`config.mk`:
```
export PLATFORM = sky130hd
export DESIGN_NAME = rgb_led_seq
export DESIGN_NICKNAME = d
export VERILOG_FILES = /design/src/rtl/rgb_led_seq.sv
export SDC_FILE = /design/constraint.sdc
export NUM_CORES = 1
export LEC_CHECK = 0
export ABC_AREA = 1
export CAP_MARGIN = 10
export CELL_PAD_IN_SITES_DETAIL_PLACEMENT = 1
export CELL_PAD_IN_SITES_GLOBAL_PLACEMENT = 2
export CORE_MARGIN = 2
export CORE_UTILIZATION = 37
export DETAILED_ROUTE_END_ITERATION = 8
export GPL_TIMING_DRIVEN = 0
export PLACE_DENSITY_LB_ADDON = 0.1
export SYNTH_ARGS = -nofsm -noshare
export SYNTH_HDL_FRONTEND = slang
export SYNTH_SLANG_ARGS = --single-unit
```
`constraint.sdc`:
```
create_clock -name sys_clk -period 3.3 [get_ports sys_clk]
set_clock_uncertainty 0.1 [all_clocks]
set_input_delay 0.66 -clock sys_clk [delete_from_list [all_inputs] [get_ports sys_clk]]
set_output_delay 0.66 -clock sys_clk [all_outputs]
set_load 0.03 [all_outputs]
```
`src/rtl/rgb_led_seq.sv`:
```
// Tri-colour status LED controller: off / solid / blink / colour-cycle modes
// with per-frame PWM dimming, registered pin drive.
module rgb_led_seq #(
  parameter int unsigned STEP_TICKS = 5_500_000,
  parameter int unsigned PWM_BITS   = 8,
  parameter bit          ACTIVE_LOW = 1'b1
) (
  input  logic                sys_clk,
  input  logic                sys_rst_n,
  input  logic                cfg_we,
  input  logic [1:0]          cfg_mode,
  input  logic [2:0]          cfg_color,
  input  logic [PWM_BITS-1:0] cfg_bright,
  output logic                step_tick,
  output logic [2:0]          led
);

  localparam int unsigned CNT_W = (STEP_TICKS > 1) ? $clog2(STEP_TICKS) : 1;
  localparam logic [CNT_W-1:0]    STEP_LAST  = CNT_W'(STEP_TICKS - 1);
  localparam logic [PWM_BITS-1:0] BRIGHT_MAX = {PWM_BITS{1'b1}};
  localparam logic [2:0]          LED_DARK   = ACTIVE_LOW ? 3'b111 : 3'b000;

  typedef enum logic [1:0] {
    MODE_OFF   = 2'd0,
    MODE_SOLID = 2'd1,
    MODE_BLINK = 2'd2,
    MODE_CYCLE = 2'd3
  } mode_e;

  mode_e               mode;
  logic [2:0]          color;
  logic [PWM_BITS-1:0] bright;
  logic [CNT_W-1:0]    step_cnt;
  logic [PWM_BITS-1:0] pwm_cnt;
  logic                phase;
  logic [2:0]          cyc_color;

  logic                step_wrap;
  logic [2:0]          logical;
  logic                gate;
  logic [2:0]          lit;
  logic [2:0]          led_d;

  // Colour selection, dimming gate and pin polarity.
  always_comb begin
    step_wrap = (step_cnt == STEP_LAST);
    logical   = 3'b000;
    unique case (mode)
      MODE_OFF:   logical = 3'b000;
      MODE_SOLID: logical = color;
      MODE_BLINK: logical = phase ? 3'b000 : color;
      MODE_CYCLE: logical = cyc_color;
      default:    logical = 3'b000;
    endcase
    gate  = (bright == BRIGHT_MAX) || (pwm_cnt < bright);
    lit   = logical & {3{gate}};
    led_d = ACTIVE_LOW ? ~lit : lit;
  end

  // Config latch, step/PWM timing and registered outputs; a write restarts timing.
  always_ff @(posedge sys_clk or negedge sys_rst_n) begin
    if (!sys_rst_n) begin
      mode      <= MODE_OFF;
      color     <= 3'b000;
      bright    <= BRIGHT_MAX;
      step_cnt  <= '0;
      pwm_cnt   <= '0;
      phase     <= 1'b0;
      cyc_color <= 3'd1;
      step_tick <= 1'b0;
      led       <= LED_DARK;
    end else begin
      pwm_cnt <= pwm_cnt + PWM_BITS'(1);
      led     <= led_d;
      if (cfg_we) begin
        mode      <= mode_e'(cfg_mode);
        color     <= cfg_color;
        bright    <= cfg_bright;
        step_cnt  <= '0;
        phase     <= 1'b0;
        cyc_color <= 3'd1;
        step_tick <= 1'b0;
      end else if (step_wrap) begin
        step_cnt  <= '0;
        phase     <= ~phase;
        cyc_color <= (cyc_color == 3'd7) ? 3'd1 : cyc_color + 3'd1;
        step_tick <= 1'b1;
      end else begin
        step_cnt  <= step_cnt + CNT_W'(1);
        step_tick <= 1'b0;
      end
    end
  end

endmodule

```
==> flow_summary_export.csv, run 1 <==
group,metric,value,unit
routing,drt_wl_total,6430,um
final_layout,design.final.nets,401,
sta,setup_viol_count_final,0,
cts,clockRootBuffer,"clkbuf_8",
power,power_leakage,1.44,nW
critical_path,worst_path_largest_cell_delay,0.67,ns
final_layout,layout-drive-gt1-share,0.112,
critical_path,timing.critical_path.required,2.54,ns
critical_path,worstSetupPathDepth,1,
yosys,ys_seq_area_frac,0.478,
placed_design,placed_instances,466,
grt,groute.usage.overall,0.168,
run_status,outcome,"finished clean",
yosys,ys_types,23,
cts,cts_made_buffers,5,
final_layout,utilization,0.443,
critical_path,critical_path_source_type,"flop",
cts,cts_tree,"built",
yosys,synth_nets,375,
placed_design,gpl.final_weighted_congestion,0.784,
run,cap_violations,0,
sta,report.final.hold_viol_count,0,
yosys,synthesis.area_per_instance,7.92,um2
worst_hold_path,min_path_type,"input pin to async pin",
cts,htree_num_levels,2,
critical_path,path_delay_family,"buffers and inverters",
placed_design,numPortBuffers,18,
routing,dr_vias,2209,
sta,fmax,0.443,GHz
critical_path,critPathSlowestCell,"clkdlybuf4s50_1",
final_layout,multi_input_area,1240,um2
grt,grt_pass1_vias,2270,
cts,clk_pin_slew_worst_paths,0.10,ns
critical_path,worst-path-buf-inv,1,
sta,finalWorstPathRequiredPeriod,2.26,ns
grt,largest_net_degree_at_the_start_of_global_routing,38,
routing,wl_per_cell,13.6,um
yosys,ys_ff_latch,52,
cts,clock_insertion_delay_worst_skew,0.31,ns
sta,maxSlewHeadroom,0.582,
power,fin_total_pwr,0.00127,W
cts,clock_tree.buffer_depth,2,
sta,rsz0062_at_grt,"no",
floorplanning,io_pins,20,
final_layout,antennaDiodeCount,0,
critical_path,critPathKind,"flop to primary output",
floorplanning,die_width,90.3,um
sta,tightestPinTransition,0.627,ns
cts,cts-hold-fix-buffers,0,
yosys,ys_warn_count,0,
critical_path,critical_path_arrival,1.50,ns
floorplanning,overall_die_area,8160,um2
floorplanning,start_util,0.382,
cts,numClockSinks,52,
power,powerDensity,399,nW/um2
cts,post_cts_buffers,0,
sta,final_min_period_over_clock_period,0.684,
floorplanning,die_h,90.3,um
power,vdd.ir_drop.worst,0.176,mV
yosys,post_synthesis_instance_area,2760,um2
cts,ctsResizeCount,0,
sta,timing.final.max_slew_violations,0,
floorplanning,floorplan.rows,31,
grt,globalRoute.totalOverflow,0,
critical_path,critical_path_cell_by_cell,"clkdlybuf4s50_1",
routing,ant_nets,0,
routing,drt_pass1_iterations,4,
final_layout,post_layout_nonfiller_instances,474,
final_layout,num-fill-cells,901,
floorplanning,fp.coreArea,7210,um2
critical_path,rr_worst_depth,8,
grt,grt_antenna_before_repair,0,
final_layout,seqCellArea,1320,um2
yosys,postSynthCellCount,348,
grt,grt_first_pass_wirelength,11100,um
final_layout,syn_to_final_growth,16.0,%
critical_path,crit_path_max_fanout,1,
routing,drt_drc_violations_left,0,
routing,detail_route.iter0.violations,46,
routing,avgViaCountPerCell,4.66,
placed_design,hpwl,5040,um
critical_path,cp-end-kind,"primary output",
metrics by stage:
step	setup slack, ns	hold slack (ns)	cell area, um2	setup TNS (ns)
6_report	1.04	0.169	3200	0
5_1_grt	1.01	0.187	3200	0
4_1_cts	1.03	0.175	3200	0
3_5_place_dp	1.38	0.369	3080	0
3_3_place_gp	-0.170	0.363	3060	-6.67
2_1_floorplan	1.80	0.264	2760	0
area by class of cell:
| class | instances | share of cell area |
|---|---|---|
| flip-flops and latches | 52 | 0.412 |
| multi-input cells | 247 | 0.388 |
| repair buffers | 19 | 0.0611 |
| inverters | 44 | 0.0517 |
| well taps | 99 | 0.0387 |
| clock buffers | 6 | 0.0258 |
| clock inverters | 2 | 0.0121 |
| plain buffers | 5 | 0.0106 |
path summary, 6_finish.rpt:
kind | startpoint | endpoint | slack [ns]
setup / recovery | led[1] | led[1] | 1.04
hold / removal | sys_rst_n | step_cnt[16] | 0.17
setup reg to reg | step_cnt[0] | step_cnt[17] | 1.54
hold reg to reg | pwm_cnt[0] | pwm_cnt[0] | 0.38
max in group asynchronous | sys_rst_n | cyc_color[0] | 2.33
min in group sys_clk | pwm_cnt[0] | pwm_cnt[0] | 0.38
sequential cells by signal, indices dropped and copies added, names as in the netlist:
register / cells
led: 3
step_cnt: 23
cyc_color: 3
phase: 1
mode: 2
pwm_cnt: 8
step_tick: 1
color: 3
bright: 8
cells by family after synthesis:
group / Yosys count / synth area share
xor+xnor: 16 / 0.0508
buf+inv: 49 / 0.0722
simple gates: 198 / 0.308
fa+ha+maj: 11 / 0.0499
compound gates: 22 / 0.0413
flops: 52 / 0.478
routing by layer:
layer	GRT usage	wire, um	part of all wire	vias to the layer above
met5	0	0	0	-
met4	0.0500	78	0.012	0
met3	0.0209	145	0.023	7
met2	0.258	2820	0.44	23
met1	0.249	3390	0.53	1056
li1	-	-	-	1123
synthesized netlist by cell type, drive strengths merged:
cell type,n,area (um2)
a21oi,4,23.8
and2,1,6.26
buf,2,22.5
clkbuf,3,11.3
dfrtp,40,1000
dfstp,12,315
ha,11,138
inv,44,165
nand2,99,392
nand3,24,130
nand3b,1,7.51
nand4,1,6.26
nor2,66,275
nor3,4,20.0
nor4,2,12.5
o21ai,18,90.1
xnor2,4,35.0
xor2,12,105
layout by cell type (no fill, tap or decap), types with 4 or more instances in the layout:
cell type,instances
xor2_1,12
nand2_2,8
xnor2_1,4
nor3_1,4
ha_1,11
nand3_1,22
dfstp_2,12
nand2_1,91
clkdlybuf4s50_1,17
nor2_1,59
clkbuf_8,6
dfrtp_1,40
nor2_2,5
o21ai_0,18
inv_1,44
report_power, final:
part           total, W  internal (W)  switching (W)
Sequential     0.000684      0.000671      0.0000134
Combinational  0.000123     0.0000488      0.0000745
Clock          0.000467      0.000248       0.000219
(Power assumes the default switching activity.)
==> inputs of run 2 (changes only) <==
--- a/config.mk
+++ b/config.mk
@@ -10,7 +10,7 @@
 export CELL_PAD_IN_SITES_DETAIL_PLACEMENT = 1
 export CELL_PAD_IN_SITES_GLOBAL_PLACEMENT = 2
 export CORE_MARGIN = 2
-export CORE_UTILIZATION = 37
+export CORE_UTILIZATION = 35
 export DETAILED_ROUTE_END_ITERATION = 8
 export GPL_TIMING_DRIVEN = 0
 export PLACE_DENSITY_LB_ADDON = 0.1
==> constraint.sdc (replaced) <==
create_clock -name sys_clk -period 2.1 [get_ports sys_clk]
set_clock_uncertainty 0.1 [all_clocks]
set_input_delay 0.42 -clock sys_clk [delete_from_list [all_inputs] [get_ports sys_clk]]
set_output_delay 0.42 -clock sys_clk [all_outputs]
set_load 0.03 [all_outputs]
==> run 2 against run 1 <==
  * Routed wire length is 0.44% higher
  * Flip-flop and latch count stayed put
  * Setup slack got worse by 0.96 ns
  * Register-to-register slack got worse by 1.2 ns
  * Core utilization is 3.0 points lower
  * Largest cell class unchanged
  * Clock power increased by 26%
  * Global-route usage fell by 0.68 points
  * Combinational power increased by 59%
  * Critical path type unchanged
  * Final cell count grew 0.84%
  * Highest routed layer unchanged
==> flow_summary_export.csv, run 2 (synthesis gave the netlist of run 1 again) <==
group,metric,value,unit
critical_path,rr_worst_depth,8,
final_layout,post_layout_nonfiller_instances,478,
routing,wl_per_cell,13.5,um
grt,groute.usage.overall,0.161,
cts,ctsResizeCount,0,
grt,largest_net_degree_at_the_start_of_global_routing,38,
placed_design,placed_instances,469,
placed_design,numPortBuffers,18,
grt,grt_antenna_before_repair,0,
cts,numClockSinks,52,
sta,tightestPinTransition,0.571,ns
sta,final_min_period_over_clock_period,0.962,
sta,rsz0062_at_grt,"no",
routing,ant_nets,0,
cts,clock_insertion_delay_worst_skew,0.31,ns
grt,grt_first_pass_wirelength,11000,um
routing,drt_wl_total,6460,um
cts,post_cts_buffers,0,
worst_hold_path,min_path_type,"input pin to flop",
cts,clock_tree.buffer_depth,2,
critical_path,worst_path_largest_cell_delay,0.66,ns
routing,drt_pass1_iterations,4,
final_layout,top_register,"step_cnt",
grt,grt_pass1_vias,2242,
critical_path,reg2reg_from,"step_cnt[0]",
final_layout,reg_top3,"step_cnt: 23 flops, bright: 8 flops, pwm_cnt: 8 flops",
routing,avgViaCountPerCell,4.59,
run,cap_violations,0,
floorplanning,fp.coreArea,7690,um2
sta,report.final.hold_viol_count,0,
sta,aggregate_negative_setup_slack,0,ns
floorplanning,floorplan.rows,32,
critical_path,worst-path-buf-inv,1,
power,power_leakage,1.42,nW
critical_path,timing.critical_path.required,1.58,ns
worst_hold_path,holdCritStartpoint,"cfg_we",
worst_hold_path,hold-path-endpoint,"bright[2]",
critical_path,critical_path_source_type,"flop",
critical_path,critical_path_arrival,1.50,ns
cts,clk_pin_slew_worst_paths,0.10,ns
grt,globalRoute.totalOverflow,0,
placed_design,dpl-instance-area,3080,um2
final_layout,layout-drive-gt1-share,0.109,
final_layout,syn_to_final_growth,15.3,%
critical_path,critical_path_cell_by_cell,"clkdlybuf4s50_1",
cts,cts-hold-fix-buffers,1,
final_layout,antennaDiodeCount,0,
final_layout,num-fill-cells,951,
worst_hold_path,hold_path_depth,2,
sta,maxSlewHeadroom,0.619,
sta,finalWorstPathRequiredPeriod,2.02,ns
routing,dr_vias,2192,
placed_design,hpwl,5140,um
final_layout,largest_register_ffs,23,
sta,fmax,0.495,GHz
cts,cts_made_buffers,5,
power,vdd.ir_drop.worst,0.276,mV
final_layout,finish.instance_area,3180,um2
critical_path,path_delay_family,"buffers and inverters",
final_layout,mostFrequentLayoutCell,"nand2_1",
critical_path,crit_path_max_fanout,1,
routing,detail_route.iter0.violations,102,
critical_path,critPathKind,"flop to primary output",
final_layout,design.final.nets,402,
floorplanning,io_pins,20,
final_layout,multi_input_area,1240,um2
final_layout,seqCellArea,1320,um2
power,powerDensity,585,nW/um2
run_status,outcome,"finished clean",
floorplanning,die_width,92.7,um
critical_path,reg2reg_setup_slack,0.35,ns
critical_path,r2r-end,"step_cnt[22]",
floorplanning,start_util,0.359,
sta,timing.final.max_slew_violations,0,
floorplanning,die_h,92.7,um
cts,cts_tree,"built",
floorplanning,overall_die_area,8600,um2
sta,setup_viol_count_final,0,
critical_path,critPathSlowestCell,"clkdlybuf4s50_1",
routing,drt_drc_violations_left,0,
critical_path,cp-end-kind,"primary output",
cts,htree_num_levels,2,
placed_design,gpl.final_weighted_congestion,0.815,
cts,clockRootBuffer,"clkbuf_8",
final_layout,mostFrequentLayoutCells,"91 x nand2_1, 59 x nor2_1, 44 x inv_1, 40 x dfrtp_1, 22 x nand3_1",
[run 2: cell count changes in the layout (fill, tap and decap cells not counted)]
cell,before,now
clkinvlp_4,0,1
bufinv_16,1,0
clkbuf_1,3,4
dlygate4sd3_1,0,1
clkbuf_8,6,5
[run 2: layer usage]
layer	global-route usage	vias to the layer above	wire (um)	part of all wire
met2	0.255	19	2880	0.45
met5	0	-	0	0
met3	0.0220	6	148	0.023
met4	0.0368	0	62	0.0096
met1	0.236	1043	3370	0.52
li1	-	1124	-	-
[run 2: worst max-delay path by stage]
stage / from / end / cells past startpoint
global placement: sys_rst_n / color[2] / 1
global route: led[2] / led[2] / 1
finish: led[2] / led[2] / 1
floorplan: bright[5] / led[0] / 8
detailed placement: bright[5] / led[0] / 8
CTS: led[2] / led[2] / 1
[run 2: area by class of cell]
class,count,share of cell area
sequential,52,0.414
buffer,5,0.0106
inverter,44,0.0520
multi-input combinational,247,0.391
clock buffer,6,0.0228
clock inverter,2,0.00512
tap,102,0.0402
timing repair buffer,20,0.0646
[run 2: report_power, final]
part | internal [W] | switching, W
logic | 0.0000779 | 0.000118
registers | 0.00105 | 0.0000215
clock network | 0.000238 | 0.000350
total | 0.00137 | 0.000489
[run 2: worst reg2reg max path, delay by kind of cell, from the launching register on]
| family | cells | cell delay, ns |
|---|---|---|
| AND/OR/NAND/NOR | 5 | 0.43 |
| buffers and inverters | 1 | 0.07 |
| adder cells (fa/ha/maj) | 1 | 0.27 |
| flip-flops | 1 | 0.44 |
| AO/OA/AOI/OAI | 1 | 0.38 |
[run 2: per-stage QoR]
step | total power [W] | utilization | hold slack, ns | worst slack [ns]
final | 0.00186 | 0.413 | 0.210 | 0.0794
after global routing | 0.00196 | 0.413 | 0.216 | 0.0336
after CTS | 0.00190 | 0.413 | 0.207 | 0.0615
after detailed placement | 0.00130 | 0.401 | 0.281 | 0.352
after global placement | 0.00128 | 0.399 | 0.365 | -1.17
after floorplan | 0.00119 | - | 0.0244 | 0.604
==> inputs of run 3 (changes only) <==
--- a/config.mk
+++ b/config.mk
@@ -12,7 +12,6 @@
 export CORE_MARGIN = 2
 export CORE_UTILIZATION = 35
 export DETAILED_ROUTE_END_ITERATION = 8
-export GPL_TIMING_DRIVEN = 0
 export PLACE_DENSITY_LB_ADDON = 0.1
 export SYNTH_ARGS = -nofsm -noshare
 export SYNTH_HDL_FRONTEND = slang
==> run 3 against run 2 <==
  * Flip-flop and latch count stayed put
  * Sequential power about the same
  * First-iteration DRC count shrank 13%
  * Critical path depth did not move
  * Maximum frequency grew 1.0%
  * Sequential share of layout area barely moved
  * Die area unchanged
  * Total power increased by 2.0%
  * Worst hold slack got worse by 0.21 ns
  * Clock power rose by 7.7%
  * Design area is essentially flat
  * Routed wire length fell by 1.8%
  * Critical endpoint is now led[1]
  * Largest power group unchanged
==> flow_summary_export.csv, run 3 (synthesis gave the netlist of run 1 again) <==
group,metric,value,unit
run_status,outcome,"finished clean",
critical_path,critical_path_cell_by_cell,"clkdlybuf4s50_1",
final_layout,post_layout_nonfiller_instances,476,
placed_design,hpwl,4950,um
grt,grt_pass1_vias,2270,
final_layout,num-fill-cells,967,
power,fin_total_pwr,0.00190,W
final_layout,syn_to_final_growth,15.3,%
critical_path,worst-path-buf-inv,1,
power,vdd.ir_drop.worst,0.260,mV
power,power.share.combinational,0.100,
sta,final_min_period_over_clock_period,0.952,
sta,setup_viol_count_final,0,
final_layout,antennaDiodeCount,0,
final_layout,mostFrequentLayoutCell,"nand2_1",
sta,fmax,0.500,GHz
routing,drt_wl_total,6350,um
cts,post_cts_buffers,0,
floorplanning,die_width,92.7,um
critical_path,crit_path_max_fanout,1,
sta,maxSlewHeadroom,0.640,
routing,drt_pass1_iterations,4,
run,cap_violations,0,
routing,drt_drc_violations_left,0,
worst_hold_path,min_path_type,"input pin to async pin",
placed_design,placed_instances,468,
sta,rsz0062_at_grt,"no",
sta,aggregate_negative_setup_slack,0,ns
power,p_seq_frac,0.566,
grt,largest_net_degree_at_the_start_of_global_routing,53,
grt,grt_first_pass_wirelength,11200,um
placed_design,dpl-instance-area,3080,um2
critical_path,worstSetupPathDepth,1,
grt,gr-max-usage-layer,"met2",
floorplanning,die_h,92.7,um
grt,met2_usage,0.249,
grt,grtUsageMet1,0.248,
final_layout,top_register,"step_cnt",
power,p_int,0.00144,W
placed_design,numPortBuffers,19,
critical_path,critPathSlowestCell,"clkdlybuf4s50_1",
routing,dr_vias,2204,
final_layout,layout-drive-gt1-share,0.110,
sta,tightestPinTransition,0.536,ns
critical_path,rr_worst_depth,7,
cts,clock_tree.buffer_depth,2,
critical_path,reg2reg_from,"step_cnt[0]",
power,clock_power_share,0.334,
critical_path,critPathKind,"flop to primary output",
power,power.share.switching,0.241,
floorplanning,floorplan.rows,32,
grt,globalRoute.totalOverflow,0,
power,powerDensity,597,nW/um2
sta,hold_ws,0.00189,ns
critical_path,timing.critical_path.required,1.58,ns
sta,finalWorstPathRequiredPeriod,2.00,ns
final_layout,design.final.nets,400,
critical_path,reg2reg_setup_slack,0.38,ns
critical_path,path_delay_family,"buffers and inverters",
floorplanning,io_pins,20,
floorplanning,start_util,0.359,
grt,grt_antenna_before_repair,0,
routing,avgViaCountPerCell,4.63,
cts,htree_num_levels,2,
cts,clock_insertion_delay_worst_skew,0.30,ns
sta,report.final.hold_viol_count,0,
critical_path,critical_path_source_type,"flop",
power,switchingPower,0.000458,W
critical_path,r2r-end,"step_cnt[18]",
final_layout,largest_register_ffs,23,
critical_path,worst_path_largest_cell_delay,0.66,ns
routing,detail_route.iter0.violations,89,
power,power_leakage,1.43,nW
placed_design,gpl.final_weighted_congestion,0.800,
cts,clockRootBuffer,"clkbuf_8",
cts,ctsResizeCount,0,
cts,clk_pin_slew_worst_paths,0.09,ns
final_layout,finish.instance_area,3180,um2
grt,grtUsageMet3,0.0317,
grt,groute.usage.overall,0.166,
final_layout,mostFrequentLayoutCells,"91 x nand2_1, 59 x nor2_1, 44 x inv_1, 40 x dfrtp_1, 22 x nand3_1",
critical_path,critical_path_arrival,1.48,ns
critical_path,cp-end-kind,"primary output",
routing,ant_nets,0,
floorplanning,overall_die_area,8600,um2
cts,cts_made_buffers,5,
final_layout,reg_top3,"step_cnt: 23 flops, bright: 8 flops, pwm_cnt: 8 flops",
cts,numClockSinks,52,
cts,cts-hold-fix-buffers,0,
sta,timing.final.max_slew_violations,0,
cts,cts_tree,"built",
routing,wl_per_cell,13.3,um
floorplanning,fp.coreArea,7690,um2
run 3: cell types whose count changed in the layout (fill, tap and decap cells not counted):
cell,change
clkinv_4,-1
clkinvlp_4,-1
buf_4,+3
clkdlybuf4s50_1,+1
buf_6,-2
clkbuf_16,+1
clkbuf_1,-2
dlygate4sd3_1,-1
run 3: layout make-up:
type	count	area, um2	area share
sequential	52	1320	0.414
inverter	44	165	0.0519
tap	102	128	0.0401
timing repair buffer	23	228	0.0716
clock buffer	8	101	0.0319
multi-input combinational	247	1240	0.390
run 3: how the worst max path moves through the flow:
stage | slack (ns) | endpoint | start
6_report | 0.10 | led[1] | led[1]
5_1_grt | 0.05 | led[2] | led[2]
4_1_cts | 0.08 | led[1] | led[1]
3_5_place_dp | 0.38 | led[2] | bright[5]
3_3_place_gp | 0.38 | led[0] | bright[5]
2_1_floorplan | 0.60 | led[0] | bright[5]
run 3: worst reg2reg max path, cell delays in order, from the launching register on:
cell	delay, ns
dfrtp_1	0.41
ha_1	0.24
nand3_2	0.15
nor2_4	0.17
nand2_2	0.10
nor2_1	0.21
xor2_1	0.17
nor2_1	0.05
run 3: power groups by stage:
stage | Clock (W) | Sequential [W] | Combinational [W]
after floorplan | 0 | 0.00110 | 0.0000909
after global placement | 0 | 0.00109 | 0.000194
after detailed placement | 0 | 0.00109 | 0.000197
after CTS | 0.000663 | 0.00107 | 0.000197
after global routing | 0.000713 | 0.00108 | 0.000222
final | 0.000633 | 0.00107 | 0.000191
run 3: stage by stage:
stage,utilization,setup WS (ns)
floorplan,-,0.604
global placement,0.400,0.383
detailed placement,0.400,0.383
CTS,0.414,0.0789
global route,0.414,0.0508
finish,0.414,0.100
run 3: routing by layer:
layer	vias to the layer above	routed length (um)
li1	1121	-
met1	1064	3410
met2	13	2760
met3	6	113
met4	0	61
met5	-	0
